<file path="src/rtl/dtcm_arbt_pkg.sv">
// dtcm_arbt_pkg: shared widths, defaults and source IDs for the DTCM port arbiter
package dtcm_arbt_pkg;
    localparam int XLEN = 32;
    localparam int DTCM_ADDR_WIDTH = 16;
    localparam int DTCM_ARBT_OUTS_DEPTH = 2;
    typedef enum logic {DTCM_SRC_LSU = 1'b0, DTCM_SRC_EXT = 1'b1} dtcm_src_e;
endpackage

</file>
<file path="src/rtl/dtcm_src_fifo.sv">
// dtcm_src_fifo: 1-bit-wide sync FIFO of command source IDs, with full/empty
module dtcm_src_fifo #(
    parameter int DEPTH = 2
) (
    input  logic clk,
    input  logic rst_n,
    input  logic push,
    input  logic pop,
    input  logic din,
    output logic dout,
    output logic full,
    output logic empty
);
    localparam int PW = DEPTH > 1 ? $clog2(DEPTH) : 1;
    localparam int CW = $clog2(DEPTH + 1);
    logic [DEPTH-1:0] mem;
    logic [PW-1:0] wr_ptr, rd_ptr;
    logic [CW-1:0] cnt;
    logic do_push, do_pop;
    function automatic logic [PW-1:0] inc(input logic [PW-1:0] p);
        return p == PW'(DEPTH - 1) ? '0 : p + 1'b1;
    endfunction
    assign full = cnt == CW'(DEPTH);
    assign empty = cnt == '0;
    assign do_push = push & ~full;
    assign do_pop = pop & ~empty;
    assign dout = mem[rd_ptr];
    always_ff @(posedge clk or negedge rst_n) begin
        if (!rst_n) begin
            mem <= '0;
            wr_ptr <= '0;
            rd_ptr <= '0;
            cnt <= '0;
        end else begin
            if (do_push) begin
                mem[wr_ptr] <= din;
                wr_ptr <= inc(wr_ptr);
            end
            if (do_pop) rd_ptr <= inc(rd_ptr);
            cnt <= cnt + CW'(do_push) - CW'(do_pop);
        end
    end
endmodule

</file>
<file path="src/rtl/dtcm_arbt.sv">
// dtcm_arbt: round-robin LSU/external arbiter for the DTCM port, in-order response routing
module dtcm_arbt
    import dtcm_arbt_pkg::*;
#(
    parameter int OUTS_DEPTH = DTCM_ARBT_OUTS_DEPTH
) (
    input  logic                       clk,
    input  logic                       rst_n,
    input  logic                       lsu_cmd_valid,
    output logic                       lsu_cmd_ready,
    input  logic                       lsu_cmd_read,
    input  logic [DTCM_ADDR_WIDTH-1:0] lsu_cmd_addr,
    input  logic [XLEN-1:0]            lsu_cmd_wdata,
    input  logic [XLEN/8-1:0]          lsu_cmd_wmask,
    output logic                       lsu_rsp_valid,
    input  logic                       lsu_rsp_ready,
    output logic [XLEN-1:0]            lsu_rsp_rdata,
    input  logic                       ext_cmd_valid,
    output logic                       ext_cmd_ready,
    input  logic                       ext_cmd_read,
    input  logic [DTCM_ADDR_WIDTH-1:0] ext_cmd_addr,
    input  logic [XLEN-1:0]            ext_cmd_wdata,
    input  logic [XLEN/8-1:0]          ext_cmd_wmask,
    output logic                       ext_rsp_valid,
    input  logic                       ext_rsp_ready,
    output logic [XLEN-1:0]            ext_rsp_rdata,
    output logic                       dtcm_cmd_valid,
    input  logic                       dtcm_cmd_ready,
    output logic                       dtcm_cmd_read,
    output logic [DTCM_ADDR_WIDTH-1:0] dtcm_cmd_addr,
    output logic [XLEN-1:0]            dtcm_cmd_wdata,
    output logic [XLEN/8-1:0]          dtcm_cmd_wmask,
    input  logic                       dtcm_rsp_valid,
    output logic                       dtcm_rsp_ready,
    input  logic [XLEN-1:0]            dtcm_rsp_rdata
);
    dtcm_src_e last_grant, lock_src, gnt;
    logic lock_vld, gnt_ext, fifo_full, fifo_empty, head, sel_rsp_ready;
    always_comb begin
        gnt = lock_vld ? lock_src
            : (lsu_cmd_valid & ext_cmd_valid) ? dtcm_src_e'(~last_grant)
            : ext_cmd_valid ? DTCM_SRC_EXT : DTCM_SRC_LSU;
    end
    assign gnt_ext = gnt == DTCM_SRC_EXT;
    // Valid never looks at dtcm_cmd_ready, so no combinational loop through the controller.
    assign dtcm_cmd_valid = (gnt_ext ? ext_cmd_valid : lsu_cmd_valid) & ~fifo_full;
    assign dtcm_cmd_read  = gnt_ext ? ext_cmd_read  : lsu_cmd_read;
    assign dtcm_cmd_addr  = gnt_ext ? ext_cmd_addr  : lsu_cmd_addr;
    assign dtcm_cmd_wdata = gnt_ext ? ext_cmd_wdata : lsu_cmd_wdata;
    assign dtcm_cmd_wmask = gnt_ext ? ext_cmd_wmask : lsu_cmd_wmask;
    assign lsu_cmd_ready  = ~gnt_ext & dtcm_cmd_ready & ~fifo_full;
    assign ext_cmd_ready  = gnt_ext & dtcm_cmd_ready & ~fifo_full;
    assign sel_rsp_ready  = head ? ext_rsp_ready : lsu_rsp_ready;
    assign dtcm_rsp_ready = ~fifo_empty & sel_rsp_ready;
    assign lsu_rsp_valid  = dtcm_rsp_valid & ~fifo_empty & ~head;
    assign ext_rsp_valid  = dtcm_rsp_valid & ~fifo_empty & head;
    assign lsu_rsp_rdata  = dtcm_rsp_rdata;
    assign ext_rsp_rdata  = dtcm_rsp_rdata;
    always_ff @(posedge clk or negedge rst_n) begin
        if (!rst_n) begin
            last_grant <= DTCM_SRC_EXT;
            lock_vld <= 1'b0;
            lock_src <= DTCM_SRC_LSU;
        end else if (dtcm_cmd_valid & dtcm_cmd_ready) begin
            last_grant <= gnt;
            lock_vld <= 1'b0;
        end else if (dtcm_cmd_valid) begin
            lock_vld <= 1'b1;
            lock_src <= gnt;
        end
    end
    dtcm_src_fifo #(.DEPTH(OUTS_DEPTH)) u_src_fifo (
        .clk   (clk),
        .rst_n (rst_n),
        .push  (dtcm_cmd_valid & dtcm_cmd_ready),
        .pop   (dtcm_rsp_valid & dtcm_rsp_ready),
        .din   (gnt),
        .dout  (head),
        .full  (fifo_full),
        .empty (fifo_empty)
    );
endmodule

</file>
<file path="config.mk">
export PLATFORM = sky130hd
export DESIGN_NAME = dtcm_arbt
export DESIGN_NICKNAME = d
export VERILOG_FILES = /design/src/rtl/dtcm_arbt_pkg.sv /design/src/rtl/dtcm_src_fifo.sv /design/src/rtl/dtcm_arbt.sv
export SDC_FILE = /design/constraint.sdc
export NUM_CORES = 1
export LEC_CHECK = 0
export CORE_AREA = 2 2 106 108
export CTS_BUF_LIST = sky130_fd_sc_hd__clkbuf_4 sky130_fd_sc_hd__clkbuf_8 sky130_fd_sc_hd__clkbuf_16
export DETAILED_ROUTE_END_ITERATION = 10
export DIE_AREA = 0 0 108 110
export HOLD_SLACK_MARGIN = 0.1
export PLACE_DENSITY = 0.72
export SYNTH_ARGS = -nofsm -noshare
export SYNTH_HDL_FRONTEND = slang
export SYNTH_HIERARCHICAL = 1
export SYNTH_SLANG_ARGS = --single-unit
</file>
<file path="constraint.sdc">
create_clock -name clk -period 2.08 [get_ports clk]
set_input_delay 0.208 -clock clk [delete_from_list [all_inputs] [get_ports clk]]
set_output_delay 0.208 -clock clk [all_outputs]
set_load 0.01 [all_outputs]
</file>
==> metrics.csv <==
metric,value,unit
yosys.area.top_type,mux2_1,
met3WireLength,637,um
wl_met1,2970,um
route.vias.total,1762,
antenna_found_initial,0,
cts_max_level,1,
rrSetupSlack,40,ps
path_class,reg2out,
place.port_buffers,172,
io_pins,269,
ys_warn_count,6,
initial_core_util,0.154,
postSynthCellCount,174,
cts_tree,done,
swShare,0.358,
fin_tns_setup,-345,ps
ys_types,31,
pwr-share-comb,0.874,
antenna_cells,0,
die_area,0.0119,mm2
detail-route-antenna-nets,0,
syn-num-nets,322,
fin_crit_sh,1.02,
maxCapViolations,0,
synth.most_common_cell,buf_4,
status,"complete, but fails checks",
clockBufferDepth,2,
p_int,2.83,mW
synth-xor-area-share,0.0213,
hp-class,in2async,
routed-wl-met2,3710,um
setup_ws,-40.6,ps
regToRegStartpoint,u_src_fifo/rd_ptr,
synth.ff_latch_count,9,
clk_pin_slew_worst_paths,40,ps
die_w,108,um
dieHeight,110,um
slew_viol_final,0,
synth_compound_area_frac,0.0304,
dp_hpwl,5450,um
p_leak,1.68,nW
synth_top_area_share,0.383,
grt_max_degree,11,
hold_viol_final,0,
fmax,472,MHz
period_minus_slack,2120,ps
grt_pass1_vias,1834,
worstPathArrival,1910,ps
top_layer_used,met4,
grtUsageTotal,0.109,
wl,7390,um
synth_edf_count,0,
vdd_drop_max,0.000677,V
synthTopCellsByCount,"buf_4, mux2_1, dfrtp_1, nor2_1, inv_1",
grt_pass1_wl,10000,um
rows,38,
synth-adder-area-share,0.0152,
worstSetupStartpointType,register,
first_pass_iters,4,
p_seq_frac,0.079,
synth-async-reset-ratio,1.00,
powerDensity,1210,mW/mm2
synth_top_family_by_area,multiplexers,
drive_above_1_share,0.484,
placed_area,0.00324,mm2
cp-end-kind,output port,
numCtsBuffers,3,
clock_latency,230,ps
power.switching,1.58,mW
r2r-end,u_src_fifo/cnt[1],
ctsHoldBuffers,0,
yosys.area_share.simple,0.0677,
grt-ovfl-total,0,
synth.mux.area_fraction,0.396,
syn_to_final_growth,121,%
max_slew.worst_pin.slew,389,ps
final_nets,467,
violations,setup timing,
vias_per_cell,3.85,
rsz0062_at_grt,true,
drc_errors,0,
synth_top_flop_cell,dfrtp_1,
clkPwrFrac,0.048,
core-area,0.0107,mm2
max-slew-margin-rel,0.740,
worst_r2r_path_depth,10,
gp_congestion,0.764,
syn_area,0.00165,mm2
worst_clock_skew,1.36,ps
critPathMaxFanout,8,
cts-root-buf,clkbuf_8,
cp.required,1870,ps
cts.sinks,9,
drt_iter0_markers,43,
finalSetupViolations,11,
synthTopCellsByArea,"mux2_1, buf_4, dfrtp_1",
final_core_util,0.340,
final_cell_area,0.00364,mm2
n_fill_cell,1116,
drt-wirelength-per-cell,16.1,um
syn_area_per_cell,9.46,um2
yosysSeqAreaShare,0.138,
worst max-delay path, cell delays in order, from the launching register on:
cell	delay (ps)
dfstp_2	530
nand2_2	70
a21boi_4	170
buf_6	130
buf_12	120
buf_8	130
buf_6	110
mux2_4	300
buf_6	120
power by group through the flow:
| stage | Combinational, mW | Sequential (mW) | Clock [mW] |
|---|---|---|---|
| after floorplan | 1.44 | 0.334 | 0 |
| after global placement | 2.77 | 0.336 | 0 |
| after detailed placement | 2.81 | 0.339 | 0 |
| after CTS | 3.55 | 0.343 | 0.215 |
| after global routing | 4.09 | 0.360 | 0.228 |
| final | 3.85 | 0.346 | 0.211 |
kinds of logic (layout without fill, tap and decap cells):
family | Yosys count | count (layout)
AOI/OAI and AO/OA | 6 | 6
DFF | 9 | 9
muxes | 58 | 58
adders and majority gates | 2 | 2
and+or+nand+nor | 20 | 20
xor gates and xnor gates | 4 | 4
buffers and inverters | 75 | 219
metal layers:
layer  GRT usage  up-vias
met2       0.195      102
met5           0        -
met4      0.0192        0
li1            -      814
met3      0.0270       18
met1       0.135      828
worst max path at each step:
stage,start,endpoint,slack [ps]
2_1_floorplan,u_src_fifo/cnt[1],u_src_fifo/cnt[1],4
3_3_place_gp,lsu_cmd_valid,dtcm_cmd_addr[15],-290
3_5_place_dp,lsu_cmd_valid,dtcm_cmd_addr[15],-280
4_1_cts,last_grant,dtcm_cmd_wdata[4],-150
5_1_grt,last_grant,dtcm_cmd_wdata[13],-100
6_report,last_grant,dtcm_cmd_wdata[13],-40
flip-flops by register name, summed over array words and instances (netlist names):
| name | count |
|---|---|
| lock_src | 1 |
| u_src_fifo/cnt | 2 |
| u_src_fifo/wr_ptr | 1 |
| last_grant | 1 |
| lock_vld | 1 |
| u_src_fifo/mem | 2 |
| u_src_fifo/rd_ptr | 1 |
cell type report:
class | count | area (um2) | share of cell area
multi-input cells | 90 | 1090 | 0.301
inverters | 5 | 18.8 | 0.00516
clock buffers | 4 | 48.8 | 0.0134
repair buffers | 210 | 2070 | 0.570
well taps | 140 | 175 | 0.0481
flip-flops and latches | 9 | 228 | 0.0626
through the flow:
stage | power (mW) | hold slack [ps] | cells | setup slack (ps)
after floorplan | 1.78 | -87.6 | 174 | 4.00
after global placement | 3.11 | 416 | 436 | -292
after detailed placement | 3.15 | 416 | 436 | -285
after CTS | 4.11 | 293 | 453 | -146
after global routing | 4.68 | 306 | 458 | -105
final | 4.41 | 273 | 458 | -40.6
cell usage in the layout, fill, tap and decap left out, types with 2 or more instances in the layout:
master,n
buf_8,3
clkdlybuf4s50_1,114
nor2_1,4
buf_12,5
clkbuf_2,15
inv_1,2
xnor2_1,2
dfrtp_1,7
buf_2,13
clkbuf_8,3
mux2_4,35
buf_16,3
nand2b_4,2
ha_4,2
nor2b_4,2
mux2_1,19
dlygate4sd2_1,2
inv_2,3
a21oi_1,2
nand2_2,2
buf_4,23
mux2_2,3
buf_6,29
timing repair:
action,4_1_cts,5_1_grt
gates cloned,5,1
setup buffers,8,6
setup endpoints to repair,56,50
pin swaps,3,6
resized for setup,220,75
No activity file was read; power rests on OpenSTA's default activity.
